===== src/rtl/spi_mem_ctrl_pkg.sv =====
// Shared constants and types for the SPI-to-RAM command sequencer.
package spi_mem_pkg;

    localparam int unsigned CMD_W  = 2;
    localparam int unsigned DATA_W = 8;
    localparam int unsigned RX_W   = CMD_W + DATA_W;

    localparam logic [CMD_W-1:0] CMD_WR_ADDR = 2'b00;
    localparam logic [CMD_W-1:0] CMD_WR_DATA = 2'b01;
    localparam logic [CMD_W-1:0] CMD_RD_ADDR = 2'b10;
    localparam logic [CMD_W-1:0] CMD_RD_DATA = 2'b11;

    typedef enum logic [1:0] {
        ST_IDLE      = 2'd0,
        ST_WRITE     = 2'd1,
        ST_READ_REQ  = 2'd2,
        ST_READ_WAIT = 2'd3
    } state_t;

    // Receive word from the SPI slave: command in the top two bits, payload below.
    typedef struct packed {
        logic [CMD_W-1:0]  cmd;
        logic [DATA_W-1:0] payload;
    } rx_word_t;

endpackage


===== src/rtl/spi_mem_ctrl_if.sv =====
// SPI-side command/response and RAM-side strobe bundle for spi_mem_ctrl.
interface spi_mem_ctrl_if #(
    parameter int unsigned ADDR_SIZE = 8
);
    import spi_mem_pkg::*;

    logic [RX_W-1:0]      rx_data;
    logic                 rx_valid;
    logic [DATA_W-1:0]    tx_data;
    logic                 tx_valid;
    logic                 mem_en;
    logic                 mem_we;
    logic [ADDR_SIZE-1:0] mem_addr;
    logic [DATA_W-1:0]    mem_wdata;
    logic [DATA_W-1:0]    mem_rdata;
    logic                 busy;
    logic                 drop_err;

    // Environment side: SPI slave plus RAM.
    modport master (
        output rx_data, rx_valid, mem_rdata,
        input  tx_data, tx_valid, mem_en, mem_we, mem_addr, mem_wdata, busy, drop_err
    );

    // Controller side.
    modport slave (
        input  rx_data, rx_valid, mem_rdata,
        output tx_data, tx_valid, mem_en, mem_we, mem_addr, mem_wdata, busy, drop_err
    );

endinterface


===== src/rtl/spi_mem_ctrl_rd_delay.sv =====
// mem_rd_delay: RD_LAT-deep valid shift register; o_capture marks the cycle
// in which mem_rdata belongs to the read issued when i_start was high.
module mem_rd_delay #(
    parameter int unsigned RD_LAT = 1
) (
    input  logic clk,
    input  logic rst_n,
    input  logic i_start,
    output logic o_capture
);

    logic [RD_LAT-1:0] r_sr;

    generate
        if (RD_LAT > 1) begin : g_multi
            // Shift the read marker one stage per cycle.
            always_ff @(posedge clk or negedge rst_n) begin
                if (!rst_n) begin
                    r_sr <= '0;
                end else begin
                    r_sr <= {r_sr[RD_LAT-2:0], i_start};
                end
            end
        end else begin : g_single
            // Single-stage latency: just register the marker.
            always_ff @(posedge clk or negedge rst_n) begin
                if (!rst_n) begin
                    r_sr <= '0;
                end else begin
                    r_sr <= i_start;
                end
            end
        end
    endgenerate

    assign o_capture = r_sr[RD_LAT-1];

endmodule


===== src/rtl/spi_mem_ctrl.sv =====
// spi_mem_ctrl: decodes 10-bit SPI command words into single-port RAM
// accesses and returns read data for MISO.
// Optional: define SPI_MEM_AUTOINC_EN to post-increment the write address
// after each write and the read address after each read request.
module spi_mem_ctrl
    import spi_mem_pkg::*;
#(
    parameter int unsigned MEM_DEPTH = 256,
    parameter int unsigned ADDR_SIZE = 8,
    parameter int unsigned RD_LAT    = 1
) (
    input  logic             clk,
    input  logic             rst_n,
    spi_mem_ctrl_if.slave    bus
);

    state_t               r_state;
    logic [ADDR_SIZE-1:0] r_wr_addr;
    logic [ADDR_SIZE-1:0] r_rd_addr;
    logic [DATA_W-1:0]    r_tx_data;
    logic                 r_tx_valid;
    logic                 r_mem_en;
    logic                 r_mem_we;
    logic [ADDR_SIZE-1:0] r_mem_addr;
    logic [DATA_W-1:0]    r_mem_wdata;
    logic                 r_busy;
    logic                 r_drop_err;

    rx_word_t             w_rx;
    logic                 w_rd_start;
    logic                 w_capture;

    assign w_rx       = rx_word_t'(bus.rx_data);
    assign w_rd_start = (r_state == ST_READ_REQ);

    // Address increment that wraps at the top of the RAM.
    function automatic logic [ADDR_SIZE-1:0] f_addr_inc(input logic [ADDR_SIZE-1:0] a);
        if (a == ADDR_SIZE'(MEM_DEPTH - 1)) begin
            return '0;
        end
        return a + ADDR_SIZE'(1);
    endfunction

    // Read-latency tracker: fires in the cycle mem_rdata is to be sampled.
    mem_rd_delay #(
        .RD_LAT (RD_LAT)
    ) u_rd_delay (
        .clk       (clk),
        .rst_n     (rst_n),
        .i_start   (w_rd_start),
        .o_capture (w_capture)
    );

    // Command FSM with registered RAM strobes, response and status.
    always_ff @(posedge clk or negedge rst_n) begin
        if (!rst_n) begin
            r_state     <= ST_IDLE;
            r_wr_addr   <= '0;
            r_rd_addr   <= '0;
            r_tx_data   <= '0;
            r_tx_valid  <= 1'b0;
            r_mem_en    <= 1'b0;
            r_mem_we    <= 1'b0;
            r_mem_addr  <= '0;
            r_mem_wdata <= '0;
            r_busy      <= 1'b0;
            r_drop_err  <= 1'b0;
        end else begin
            r_mem_en <= 1'b0;
            if (bus.rx_valid && r_busy) begin
                r_drop_err <= 1'b1;
            end
            case (r_state)
                ST_IDLE: begin
                    if (bus.rx_valid) begin
                        r_tx_valid <= 1'b0;
                        case (w_rx.cmd)
                            CMD_WR_ADDR: r_wr_addr <= ADDR_SIZE'(w_rx.payload);
                            CMD_WR_DATA: begin
                                r_state     <= ST_WRITE;
                                r_mem_en    <= 1'b1;
                                r_mem_we    <= 1'b1;
                                r_mem_addr  <= r_wr_addr;
                                r_mem_wdata <= w_rx.payload;
                                r_busy      <= 1'b1;
                            end
                            CMD_RD_ADDR: r_rd_addr <= ADDR_SIZE'(w_rx.payload);
                            CMD_RD_DATA: begin
                                r_state    <= ST_READ_REQ;
                                r_mem_en   <= 1'b1;
                                r_mem_we   <= 1'b0;
                                r_mem_addr <= r_rd_addr;
                                r_busy     <= 1'b1;
                            end
                            default: ;
                        endcase
                    end
                end
                ST_WRITE: begin
                    r_state <= ST_IDLE;
                    r_busy  <= 1'b0;
`ifdef SPI_MEM_AUTOINC_EN
                    r_wr_addr <= f_addr_inc(r_wr_addr);
`endif
                end
                ST_READ_REQ: begin
                    r_state <= ST_READ_WAIT;
`ifdef SPI_MEM_AUTOINC_EN
                    r_rd_addr <= f_addr_inc(r_rd_addr);
`endif
                end
                ST_READ_WAIT: begin
                    if (w_capture) begin
                        r_tx_data  <= bus.mem_rdata;
                        r_tx_valid <= 1'b1;
                        r_busy     <= 1'b0;
                        r_state    <= ST_IDLE;
                    end
                end
                default: r_state <= ST_IDLE;
            endcase
        end
    end

    assign bus.tx_data   = r_tx_data;
    assign bus.tx_valid  = r_tx_valid;
    assign bus.mem_en    = r_mem_en;
    assign bus.mem_we    = r_mem_we;
    assign bus.mem_addr  = r_mem_addr;
    assign bus.mem_wdata = r_mem_wdata;
    assign bus.busy      = r_busy;
    assign bus.drop_err  = r_drop_err;

endmodule

===== src/flat_wrapper.sv =====
// flat-port wrapper written by rule: the top's interface ports become plain ports
module spi_mem_ctrl_flat import spi_mem_pkg::*;
#(
    parameter int unsigned MEM_DEPTH = 256,
    parameter int unsigned ADDR_SIZE = 8,
    parameter int unsigned RD_LAT    = 1
)
  (clk, rst_n, bus_rx_data, bus_rx_valid, bus_mem_rdata, bus_tx_data, bus_tx_valid, bus_mem_en, bus_mem_we, bus_mem_addr, bus_mem_wdata, bus_busy, bus_drop_err);
  spi_mem_ctrl_if #(.ADDR_SIZE(ADDR_SIZE)) bus_i ();
  input  logic clk;
  input  logic rst_n;
  input wire logic [$bits(bus_i.rx_data)-1:0] bus_rx_data;
  input wire logic [$bits(bus_i.rx_valid)-1:0] bus_rx_valid;
  input wire logic [$bits(bus_i.mem_rdata)-1:0] bus_mem_rdata;
  output wire logic [$bits(bus_i.tx_data)-1:0] bus_tx_data;
  output wire logic [$bits(bus_i.tx_valid)-1:0] bus_tx_valid;
  output wire logic [$bits(bus_i.mem_en)-1:0] bus_mem_en;
  output wire logic [$bits(bus_i.mem_we)-1:0] bus_mem_we;
  output wire logic [$bits(bus_i.mem_addr)-1:0] bus_mem_addr;
  output wire logic [$bits(bus_i.mem_wdata)-1:0] bus_mem_wdata;
  output wire logic [$bits(bus_i.busy)-1:0] bus_busy;
  output wire logic [$bits(bus_i.drop_err)-1:0] bus_drop_err;
  assign bus_i.rx_data = bus_rx_data;
  assign bus_i.rx_valid = bus_rx_valid;
  assign bus_i.mem_rdata = bus_mem_rdata;
  assign bus_tx_data = bus_i.tx_data;
  assign bus_tx_valid = bus_i.tx_valid;
  assign bus_mem_en = bus_i.mem_en;
  assign bus_mem_we = bus_i.mem_we;
  assign bus_mem_addr = bus_i.mem_addr;
  assign bus_mem_wdata = bus_i.mem_wdata;
  assign bus_busy = bus_i.busy;
  assign bus_drop_err = bus_i.drop_err;
  spi_mem_ctrl #(.MEM_DEPTH(MEM_DEPTH), .ADDR_SIZE(ADDR_SIZE), .RD_LAT(RD_LAT)) u_core (.clk(clk), .rst_n(rst_n), .bus(bus_i));
endmodule

===== config.mk =====
export PLATFORM = sky130hd
export DESIGN_NAME = spi_mem_ctrl_flat
export DESIGN_NICKNAME = d
export VERILOG_FILES = /design/src/rtl/spi_mem_ctrl_pkg.sv /design/src/rtl/spi_mem_ctrl_if.sv /design/src/rtl/spi_mem_ctrl_rd_delay.sv /design/src/rtl/spi_mem_ctrl.sv /design/src/flat_wrapper.sv
export SDC_FILE = /design/constraint.sdc
export NUM_CORES = 1
export LEC_CHECK = 0
export BUFFER_PORTS_ARGS = -buffer_cell sky130_fd_sc_hd__buf_2
export CORE_ASPECT_RATIO = 1.25
export CORE_MARGIN = 4
export CORE_UTILIZATION = 35
export CTS_CLUSTER_DIAMETER = 30
export DETAILED_ROUTE_END_ITERATION = 7
export SETUP_SLACK_MARGIN = 0.1
export SYNTH_ARGS = -nofsm -noshare
export SYNTH_HDL_FRONTEND = slang
export SYNTH_SLANG_ARGS = --single-unit

===== constraint.sdc =====
create_clock -name clk -period 4.4 [get_ports clk]
set_input_delay 0.44 -clock clk [delete_from_list [all_inputs] [get_ports clk]]
set_output_delay 0.44 -clock clk [all_outputs]
set_load 0.02 [all_outputs]

==> metrics.cfg <==
[drt]
drc=0
vias_per_cell=4.96
drt_pre_antenna_iters=4
dr.first_iter.drc_count=87
ant_nets=0
vias=1224
wl_per_cell_um=15.2
wirelength_um=3760

[global_route]
first_global_vias=1314
grt_pass1_wl_um=6300
grt_overflow=0
antenna_found_initial=0
grt_max_degree=49
grt_usage_pct=12.2

[critical_path]
end_kind=flip-flop
crit_family=simple AND/OR/NAND/NOR gates
rrSetupSlack_ns=2.58
cp_max_fo=10
crit_path_max_incr_delay_ns=0.82
worstReg2RegStart=u_core.r_state[1]
crit_required_ns=4.59
reg2reg_to=u_core.bus.mem_wdata[5]
worstPathArrival_ns=2.01
ff2ff_path_depth=2
crit_buf_inv=0
crit_type=flip-flop to flip-flop
path_cells=or4_1, mux2_2
start_kind=flip-flop
critPathSlowestCell=or4_1

[power_and_ir_drop]
p_clk_share_pct=32.2
p_int_uw=589
p_leak_nw=1.25
sequentialPowerShare_pct=59.3
swShare_pct=24.1
switching_power_uw=187
p_comb_share_pct=8.5
powerDensity_nw_per_um2=333
peakVddDrop_mv=0.211

[finish]
seq_area_sq_um=1200
final_area_sq_um=2330
final_cell_count_no_fill=247
n_antenna_cell=0
final_util_pct=43.1
fin_nets=204
area_delta_synth_final_pct=19.3
layout-drive-gt1-share_pct=50.8
multi_input_area_sq_um=717
fillers=528

[sta]
setup_tns_ns=0
setup_viol=0
finalClockSkew_ns=0.00712
period_needed_ns=1.82
whs_ns=0.330
fin_crit_sh_pct=41.4
rsz0062_at_grt=false
tightest_slew_ns=1.06
hold_violations=0
slew_violations=0
relSlewSlack_pct=29.1
fmax_mhz=549

[clocking]
clock-sinks=48
htreeDepth=2
clkTransAtPathRegs_ns=0.09
clock_latency_ns=0.30
ctsRootBufferMaster=clkbuf_8
cts_resized=0
cts.hold.buffers_added=0
cts_buffers=5
cts_tree=built
cts_setup_buffers=0
clockBufferDepth=2

[placement]
dpl_cell_area_sq_um=2250
hpwl_um=2540
dp.cells=240
gp_congestion=0.693
port_buffers=49

[yosys]
synth.avg_cell_area_sq_um=14.6
postSynthCellCount=134
seq_area_frac_synth_pct=61.5
ys_warn_count=0
ys.flop_type=dfrtp_1
ys_ff_latch=48
synth_edf_count=0
synth_cell_types=24
syn-num-nets=155
synth_area_sq_um=1950
async_flop_share_pct=100

[die]
coreArea_sq_um=5410
ioPinCount=50
die_height_um=91.5
rows=30
dieArea_sq_um=6840
die_w_um=74.8
initial_core_util_pct=36.1

[outcome]
status=finished, final reports clean

[flow_run]
maxCapViolations=0

[worst_hold_path]
hold_path.class=input port to async pin

## stage by stage
step,setup slack [ns],total power [mW]
6_report,2.58,0.776
4_1_cts,2.56,0.795
2_1_floorplan,2.72,0.502
3_3_place_gp,2.58,0.536
5_1_grt,2.46,0.814
3_5_place_dp,2.55,0.537
## cells by family after synthesis
group	synth area share, %
and+or+nand+nor	7.24
AOI/OAI and AO/OA	4.62
muxes	24.1
DFF	61.5
buffers and inverters	2.50
## layout by cell type, fill, tap and decap left out, drive strengths merged
master     n
buf       49
dfrtp     48
mux2      32
a21oi     10
nor2       9
mux2i      8
clkbuf     5
nand2      4
o21ai      3
nor2b      1
nor4bb     1
nand2b     1
nor4       1
nand3      1
o31ai      1
or4        1
or2b       1
or4b       1
inv        1
a21o       1
o21ba      1
nand3b     1
clkinvlp   1
clkinv     1
## cell usage after synthesis (all sizes together) (2+ instances only)
cell | count | area share (%)
nand2 | 4 | 0.77
dfrtp | 48 | 62
o21ai | 3 | 0.77
mux2i | 8 | 4.1
a21oi | 10 | 2.6
nor2 | 9 | 1.7
buf | 5 | 1.9
mux2 | 32 | 20
clkbuf | 2 | 0.38
## power by group through the flow
stage	Combinational [mW]	Clock, mW	Sequential [mW]
2_1_floorplan	0.0199	0	0.482
3_3_place_gp	0.0665	0	0.469
3_5_place_dp	0.0672	0	0.469
4_1_cts	0.0675	0.266	0.461
5_1_grt	0.0735	0.278	0.463
6_report	0.0658	0.250	0.461
## final cells by class
cell class / instances / share of cell area (%)
clock buffers: 5 / 2.96
well taps: 64 / 3.44
repair buffers: 49 / 10.5
clock inverters: 2 / 0.537
multi-input cells: 78 / 30.8
inverters: 1 / 0.161
flip-flops and latches: 48 / 51.6
## worst max path at each step
| stage | from | slack, ns | end | cells past startpoint |
|---|---|---|---|---|
| after detailed placement | bus_rx_valid | 2.55 | u_core.bus.mem_wdata[3] | 4 |
| after global placement | bus_rx_valid | 2.58 | u_core.bus.mem_wdata[1] | 4 |
| after global routing | u_core.r_state[1] | 2.46 | u_core.bus.mem_we | 2 |
| after floorplan | bus_rx_data[9] | 2.72 | u_core.r_rd_addr[0] | 4 |
| final | u_core.r_state[1] | 2.58 | u_core.bus.mem_wdata[5] | 2 |
| after CTS | u_core.r_state[1] | 2.56 | u_core.bus.mem_wdata[3] | 2 |
## sequential cells by signal (all words and copies together) (netlist names)
register	count
u_core.bus.tx_valid	1
u_core.r_rd_addr	8
u_core.bus.drop_err	1
u_core.bus.mem_we	1
u_core.bus.tx_data	8
u_core.bus.busy	1
u_core.bus.mem_en	1
u_core.r_wr_addr	8
u_core.bus.mem_addr	8
u_core.r_state	2
u_core.u_rd_delay.o_capture	1
u_core.bus.mem_wdata	8
## metal layers
layer  share of wire, %  routed length, um  up-vias  track usage, %
li1                   -                  -      560               -
met1                 44               1660      607            16.1
met4                1.6                 60        0            4.45
met2                 45               1700       51            18.3
met5                  0                  0        -               0
met3                8.8                329        6            4.21
Note: power is estimated with default switching activity, not from simulation.
